[src/rtl/muldiv_ctrl.sv]
// Iterative radix-2 multiply/divide sequencer driving the HI/LO write port.
// Define MULDIV_DIV_EN to build the divide datapath; otherwise div/divu are no-ops.
module muldiv_ctrl #(
  parameter int unsigned WIDTH = 32,
  parameter int unsigned CNT_W = 6
) (
  input  logic             clk,
  input  logic             rst,
  input  logic             md_start_i,
  input  logic [1:0]       md_op_i,
  input  logic [WIDTH-1:0] md_src1_i,
  input  logic [WIDTH-1:0] md_src2_i,
  input  logic             flush_i,
  output logic             stall_req_o,
  output logic             busy_o,
  output logic             whilo_o,
  output logic [WIDTH-1:0] hi_o,
  output logic [WIDTH-1:0] lo_o
);

  typedef enum logic [1:0] {StIdle, StBusy, StDone} state_e;

  state_e             r_state;
  logic [CNT_W-1:0]   r_cnt;
  logic               r_neg_q;
  logic [WIDTH-1:0]   r_opb;
  logic [2*WIDTH-1:0] r_acc;
  logic               r_whilo;
  logic [WIDTH-1:0]   r_hi;
  logic [WIDTH-1:0]   r_lo;

  logic               w_start;
  logic               w_a_neg;
  logic               w_b_neg;
  logic [WIDTH-1:0]   w_a_mag;
  logic [WIDTH-1:0]   w_b_mag;
  logic [WIDTH:0]     w_mul_sum;
  logic [2*WIDTH-1:0] w_mul_next;
  logic [2*WIDTH-1:0] w_acc_next;
  logic [2*WIDTH-1:0] w_prod;
  logic [WIDTH-1:0]   w_res_hi;
  logic [WIDTH-1:0]   w_res_lo;

  // md_op_i[0]=0 selects the signed variants
  assign w_a_neg = ~md_op_i[0] & md_src1_i[WIDTH-1];
  assign w_b_neg = ~md_op_i[0] & md_src2_i[WIDTH-1];
  assign w_a_mag = w_a_neg ? -md_src1_i : md_src1_i;
  assign w_b_mag = w_b_neg ? -md_src2_i : md_src2_i;

  // Shift-add: multiplier sits in the low half, carry of the add shifts into bit 63
  assign w_mul_sum  = {1'b0, r_acc[2*WIDTH-1:WIDTH]} + (r_acc[0] ? {1'b0, r_opb} : '0);
  assign w_mul_next = {w_mul_sum, r_acc[WIDTH-1:1]};
  assign w_prod     = r_neg_q ? -w_acc_next : w_acc_next;

`ifdef MULDIV_DIV_EN
  logic               r_is_div;
  logic               r_neg_r;
  logic               r_dz;
  logic [WIDTH:0]     w_div_diff;
  logic [2*WIDTH-1:0] w_div_next;
  logic [WIDTH-1:0]   w_quot;
  logic [WIDTH-1:0]   w_rem;

  assign w_start = md_start_i & ~flush_i;

  // Remainder stays below the divisor, so the shifted partial fits in WIDTH+1 bits
  // and bit WIDTH of the difference is the borrow.
  assign w_div_diff = r_acc[2*WIDTH-1:WIDTH-1] - {1'b0, r_opb};
  assign w_div_next = w_div_diff[WIDTH] ? {r_acc[2*WIDTH-2:0], 1'b0}
                                        : {w_div_diff[WIDTH-1:0], r_acc[WIDTH-2:0], 1'b1};
  assign w_acc_next = r_is_div ? w_div_next : w_mul_next;
  assign w_quot     = w_acc_next[WIDTH-1:0];
  assign w_rem      = w_acc_next[2*WIDTH-1:WIDTH];

  // Divide by zero yields an all-ones quotient regardless of operand signs
  always_comb begin
    w_res_hi = w_prod[2*WIDTH-1:WIDTH];
    w_res_lo = w_prod[WIDTH-1:0];
    if (r_is_div) begin
      w_res_hi = r_neg_r ? -w_rem : w_rem;
      w_res_lo = r_dz ? '1 : (r_neg_q ? -w_quot : w_quot);
    end
  end

  always_ff @(posedge clk) begin
    if (rst) begin
      r_is_div <= 1'b0;
      r_neg_r  <= 1'b0;
      r_dz     <= 1'b0;
    end else if (r_state == StIdle && w_start) begin
      r_is_div <= md_op_i[1];
      r_neg_r  <= w_a_neg;
      r_dz     <= md_op_i[1] & (md_src2_i == '0);
    end
  end
`else
  assign w_start    = md_start_i & ~flush_i & ~md_op_i[1];
  assign w_acc_next = w_mul_next;
  assign w_res_hi   = w_prod[2*WIDTH-1:WIDTH];
  assign w_res_lo   = w_prod[WIDTH-1:0];
`endif

  always_ff @(posedge clk) begin
    if (rst) begin
      r_state <= StIdle;
      r_cnt   <= '0;
      r_neg_q <= 1'b0;
      r_opb   <= '0;
      r_acc   <= '0;
      r_whilo <= 1'b0;
      r_hi    <= '0;
      r_lo    <= '0;
    end else begin
      r_whilo <= 1'b0;
      unique case (r_state)
        StIdle: begin
          if (w_start) begin
            r_state <= StBusy;
            r_cnt   <= '0;
            r_neg_q <= w_a_neg ^ w_b_neg;
`ifdef MULDIV_DIV_EN
            if (md_op_i[1]) begin
              r_acc <= {{WIDTH{1'b0}}, w_a_mag};
              r_opb <= w_b_mag;
            end else begin
              r_acc <= {{WIDTH{1'b0}}, w_b_mag};
              r_opb <= w_a_mag;
            end
`else
            r_acc <= {{WIDTH{1'b0}}, w_b_mag};
            r_opb <= w_a_mag;
`endif
          end
        end
        StBusy: begin
          if (flush_i) begin
            r_state <= StIdle;
          end else begin
            r_acc <= w_acc_next;
            r_cnt <= r_cnt + 1'b1;
            if (r_cnt == CNT_W'(WIDTH - 1)) begin
              r_state <= StDone;
              r_whilo <= 1'b1;
              r_hi    <= w_res_hi;
              r_lo    <= w_res_lo;
            end
          end
        end
        StDone:  r_state <= StIdle;
        default: r_state <= StIdle;
      endcase
    end
  end

  assign stall_req_o = ((r_state == StIdle) & w_start) | ((r_state == StBusy) & ~flush_i);
  assign busy_o      = (r_state == StBusy);
  assign whilo_o     = r_whilo & ~flush_i;
  assign hi_o        = r_hi;
  assign lo_o        = r_lo;

endmodule

[config.mk]
export PLATFORM = sky130hd
export DESIGN_NAME = muldiv_ctrl
export DESIGN_NICKNAME = d
export VERILOG_FILES = /design/src/rtl/muldiv_ctrl.sv
export SDC_FILE = /design/constraint.sdc
export NUM_CORES = 1
export LEC_CHECK = 0
export ABC_AREA = 1
export CAP_MARGIN = 10
export CORE_UTILIZATION = 35
export CTS_BUF_LIST = sky130_fd_sc_hd__clkbuf_4 sky130_fd_sc_hd__clkbuf_8 sky130_fd_sc_hd__clkbuf_16
export DETAILED_ROUTE_END_ITERATION = 8
export DONT_BUFFER_PORTS = 1
export GPL_TIMING_DRIVEN = 0
export SLEW_MARGIN = 25
export SYNTH_ARGS = -nofsm -noshare
export SYNTH_HDL_FRONTEND = slang
export SYNTH_SLANG_ARGS = --single-unit
[constraint.sdc]
create_clock -name clk -period 3 [get_ports clk]
set_input_delay 0.45 -clock clk [delete_from_list [all_inputs] [get_ports clk]]
set_output_delay 0.45 -clock clk [all_outputs]
set_load 0.03 [all_outputs]
### Word-level counts from Yosys, hierarchy flattened

Cells that the tools add are included.

| storage, ports and cells | value |
|---|---|
| flip-flop bits (word level) | 170 |
| input bits | 70 |
| output and inout port bits | 67 |

| cells by class | value |
|---|---|
| add/subtract/negate cells | 5 |
| eq/ne operators | 5 |
| multiplexer cells | 15 |
| bitwise logic cells | 13 |
| reductions and logical operators | 7 |

Operator list:

| kind | number |
|---|---|
| 64-bit two-way mux | 3 |
| 64-bit one-hot mux with 2 select lines | 1 |
| 32-bit two-way mux | 3 |
| 32-bit negation | 2 |
| 64-bit negation | 1 |
| 32-bit by 32-bit adder with 33-bit output | 1 |
| 6-bit two-way mux | 2 |
| 6-bit one-hot mux with 2 select lines | 1 |
| 1-bit bitwise AND | 7 |
| 6-bit by 1-bit adder with 6-bit output (second input constant) | 1 |
| 6-bit by 5-bit equality test with 1-bit output (second input constant) | 1 |
| 2-bit two-way mux | 3 |
| 3-bit AND reduction | 2 |
| 2-bit inequality test (second input constant) | 2 |
| 1-bit inverter | 4 |
| 2-bit one-hot mux with 2 select lines | 1 |
| 2-bit AND reduction | 2 |
| 3-bit by 2-bit inequality test with 1-bit output (second input constant) | 1 |
| 3-bit OR reduction | 1 |
| 2-bit by 1-bit equality test with 1-bit output (second input constant) | 1 |
| 2-bit logical NOT | 1 |
| 2-bit nonzero test | 1 |
| 1-bit two-way mux | 1 |
| 1-bit OR | 1 |
| 1-bit bitwise XOR | 1 |

### Longest topological paths before layout

| logic depth | value |
|---|---|
| depth after elaboration | 5 |
| depth in mapped cells | 26 |
| gate-level depth less buffers | 24 |

### Worst setup path before layout

Ideal clock, no wire load.

| timing | value |
|---|---|
| path type | register to register |
| start | reg r_acc[0] |
| end | reg r_hi[18], in the netlist hi_o[18] |
| library setup time | 0.109 ns |
| arrival | 2.710 ns |
| required time | 2.891 ns |
| setup slack | 0.181 ns |
| stages on the path, launching flop included | 22 |
| path buffers | 2 |
| cells stage by stage | dfxtp_1 clkbuf_1 clkbuf_1 nand2_1 inv_1 ha_1 fa_1 nand3_1 nand3_2 nand2_1 nand2_1 nand2_1 nand2_2 nor2_2 nand2_1 nor2_2 nand3_2 o21ai_2 xor2_1 nand2_1 nand2_1 inv_1 |

| on the way | value |
|---|---|
| longest elaborated chain between the ends | 4 |

Ends and longest elaborated chain:

| element | line | RTL |
|---|---|---|
| start: declaration | 27 | `logic [2*WIDTH-1:0] r_acc;` |
| start signal: assignment | 130 | `r_acc <= {{WIDTH{1'b0}}, w_b_mag};` |
| start signal: assignment | 139 | `r_acc <= w_acc_next;` |
| 32-bit two-way mux (*) | 51 | `assign w_mul_sum = {1'b0, r_acc[2*WIDTH-1:WIDTH]} + (r_acc[0] ? {1'b0, r_opb} : '0);` |
| 32-bit by 32-bit adder with 33-bit output (*) | 51 |  |
| 64-bit negation | 53 | `assign w_prod = r_neg_q ? -w_acc_next : w_acc_next;` |
| 64-bit two-way mux (*) | 53 |  |
| end signal: assignment | 144 | `r_hi <= w_res_hi;` |
| end: declaration | 29 | `logic [WIDTH-1:0] r_hi;` |

Mark *: on every way between the ends. The rest lies on a longest branch, timed or not.
A chain may end at the register's enable or synchronous reset.

### Worst setup path after layout

| timing | value |
|---|---|
| start | reg r_acc[0] |
| end | reg r_hi[9], in the netlist hi_o[9] |

The elaborated chain is that of the path after synthesis.

==> metrics <==
CP Max Fanout=7; cells on worst reg2reg path=18; largest net degree at the start of global routing=19; Clock Latency Late Sink=0.46 ns; ANT nets after route=0; area occupied by multi-input gates=8410 um^2; CTS tree=done; Setup Viol. Count Final=0; Max Cap Viol=0; storage element area=3410 um^2; WHS Endpoint=r_opb[31]; crit path DAT=3.28 ns; Layout Cells excl Fill=2603; Cell Area, Placed=13000 um^2; maximum clock path buffer count=2; hpwl dp=37300 um; Detailed Route WL=46400 um; Worst Tran Pin Value=0.875 ns; Pwr Total=5.32 mW; first-pass GRT wire length=70600 um; vias post-DR=13488; RSZ-0062 raised after global routing=yes; Fin. Hold Viols=0; Setup TNS Final=0 ns; width of the chip=191 um; top_reg_cell synth=dfxtp_1; Peak VDD IR=0.000360 V; Post-Synthesis Cells=2100; R2R Setup Slk=0.11 ns; pwr/cell area=363 nW/um^2; layout filler cell count=3732; Seq/Total Area, Yosys=27.3%; r2r startpoint=r_acc[0]; Core ar.=34800 um^2; Site Rows=68; fmax=0.346 GHz; status=finished clean; placed cells=2555; endpoint type of the worst setup path=flop; register bit count reported by yosys=170; diode count=0; Inserted Clock Buffers=17; Syn-to-layout area delta=17.6%; Slew headroom=41.7%; Reg-to-Reg End=hi_o[9]; skew final=0.0182 ns; # nets final=2242; synthesized area=12500 um^2; antenna violations before repair=0; vias per cell=5.18; DRT iter0 DRCs=1098; Final GP Congestion=0.949; io pins=137; Final Worst Setup Slack=0.112 ns; Clock Sinks=170; yosys warns=0; Worst Hold Class=in -> reg; Final min period=2.89 ns; Required @ worst endpoint=3.39 ns; Async S/R FF share, synth=0%; Hold WS=0.161 ns; wire length per cell=17.8 um; GRT Resource Usage Total=25.3%; fin crit share=96.3%; fraction of layout cells with a size suffix above 1=15.0%; Synth Area per Inst=5.93 um^2; cell area after layout=14700 um^2; crit path kind=reg -> reg; # H-tree levels=4; clock slew at reported path FFs=0.07 ns; syn_nets=2207; global route overflow=0; die height=191 um; Hold Path Cell Cnt=2; LEAKAGE=7.23 nW; number of global-route vias before repair=12361; full die area=36300 um^2; crit path launch type=flop; drt drc=0; clk root buf=clkbuf_16; Initial Utilization=35.8%; Post-synth EDFFs=0; first-pass iteration count of the detailed router=6; HP Start=md_src1_i[31]; Slew Viols, Final=0; Synth cell types=43; Finished Core Util=42.1%; DP Worst Slack=-0.493 ns; IO Port Bufs=0
[sequential cells by signal, indices dropped and copies added, names as in the netlist]
register,count
lo_o,32
r_cnt,6
r_opb,32
r_acc,64
r_neg_q,1
hi_o,32
r_state,2
r_whilo,1
[cell usage in the layout, fill, tap and decap left out, types with 20 or more instances in the layout]
master    netlist  routed
o21ai_0        88      84
nand3_1       117     104
ha_4            0      20
nor2_4          3      23
nor2_2         21      31
clkbuf_1       55      51
a21oi_1       125     119
nand4_1        25      25
dfxtp_1       170     169
inv_1         316     306
nand2_4         0      25
a31oi_1        29      29
xor2_1         38      38
o221ai_1       22      22
nand2_1       622     555
nor2_1        233     203
inv_2          15      25
nand2_2        33      75
[worst max path at each step]
stage | start | to | slack, ns | cells past startpoint
floorplan | r_acc[0] | hi_o[18] | 0.18 | 21
global placement | r_acc[0] | hi_o[18] | -0.47 | 21
detailed placement | r_acc[0] | hi_o[18] | -0.49 | 21
CTS | r_acc[0] | hi_o[18] | 0.008 | 18
global route | r_acc[0] | hi_o[30] | -0.07 | 22
finish | r_acc[0] | hi_o[9] | 0.11 | 18
[repair_timing]
action	CTS	global route
cloned	0	1
endpoints found under the setup margin	31	23
buffers inserted	5	11
pin swaps	11	42
resized for setup	52	196
hold buffers	0	0
[report_power, final]
| part | internal (mW) | switching [mW] | total, mW |
|---|---|---|---|
| Clock | 1.11 | 1.11 | 2.22 |
| Combinational | 0.248 | 0.515 | 0.763 |
| Sequential | 2.30 | 0.0408 | 2.34 |
| Total | 3.66 | 1.66 | 5.32 |
[logic make-up (layout without fill, tap and decap cells)]
group	count (synthesis)	after routing	share of synthesized area [%]
simple gates	1120	1120	38.6
flops	170	170	27.3
fa+ha+maj	37	37	3.78
compound gates	313	313	14.2
buf+inv	409	457	12.4
xor+xnor	51	51	3.59
[routing by layer]
metal	track usage (%)	wire (um)
met2	40.0	20600
met4	6.92	933
met1	34.8	21300
met5	0	0
met3	4.93	3490
[cells in the mapped netlist (5+ instances only)]
master    number  share of area [%]
inv_1        316                9.5
or2_2         10               0.50
a21oi_1      125                5.0
clkbuf_1      55                1.7
o21ai_1        9               0.36
o221ai_1      22                1.5
clkinv_1       5               0.15
o21ai_0       88                3.5
nand2_1      622                 19
nor2_2        21                1.1
nor2_1       233                7.0
dfxtp_1      170                 27
nor3_1        21               0.84
o211ai_1      15               0.90
xor2_1        38                2.7
a31oi_1       29                1.5
nand2_2       33                1.7
nand3b_1       9               0.54
nor3_2         5               0.40
nor4_1         5               0.25
nand3_2        9               0.72
nand3_1      117                4.7
ha_1          36                3.6
buf_1          6               0.18
inv_2         15               0.45
nand4_1       25                1.3
buf_2         12               0.48
xnor2_1       13               0.91
o22ai_1       12               0.60
[final cells by class]
type	count	share of cell area, %
timing repair buffer	17	0.854
clock inverter	15	0.999
sequential	170	23.3
buffer	72	2.10
tap	455	3.89
multi-input combinational	1521	57.4
inverter	336	8.61
clock buffer	17	2.90
[critical path: stages, from the launching register on]
cell,delay (ns)
dfxtp_4,0.39
buf_6,0.14
nand2_2,0.06
inv_2,0.04
ha_4,0.16
fa_2,0.37
nand3_2,0.11
nand3_4,0.12
nand2_4,0.11
nand3_1,0.11
nand2_4,0.15
inv_2,0.05
nand2_1,0.08
inv_1,0.05
nand3_2,0.10
nand2_1,0.07
o21ai_0,0.47
o211ai_1,0.16
inv_1,0.08
(Power assumes the default switching activity.)
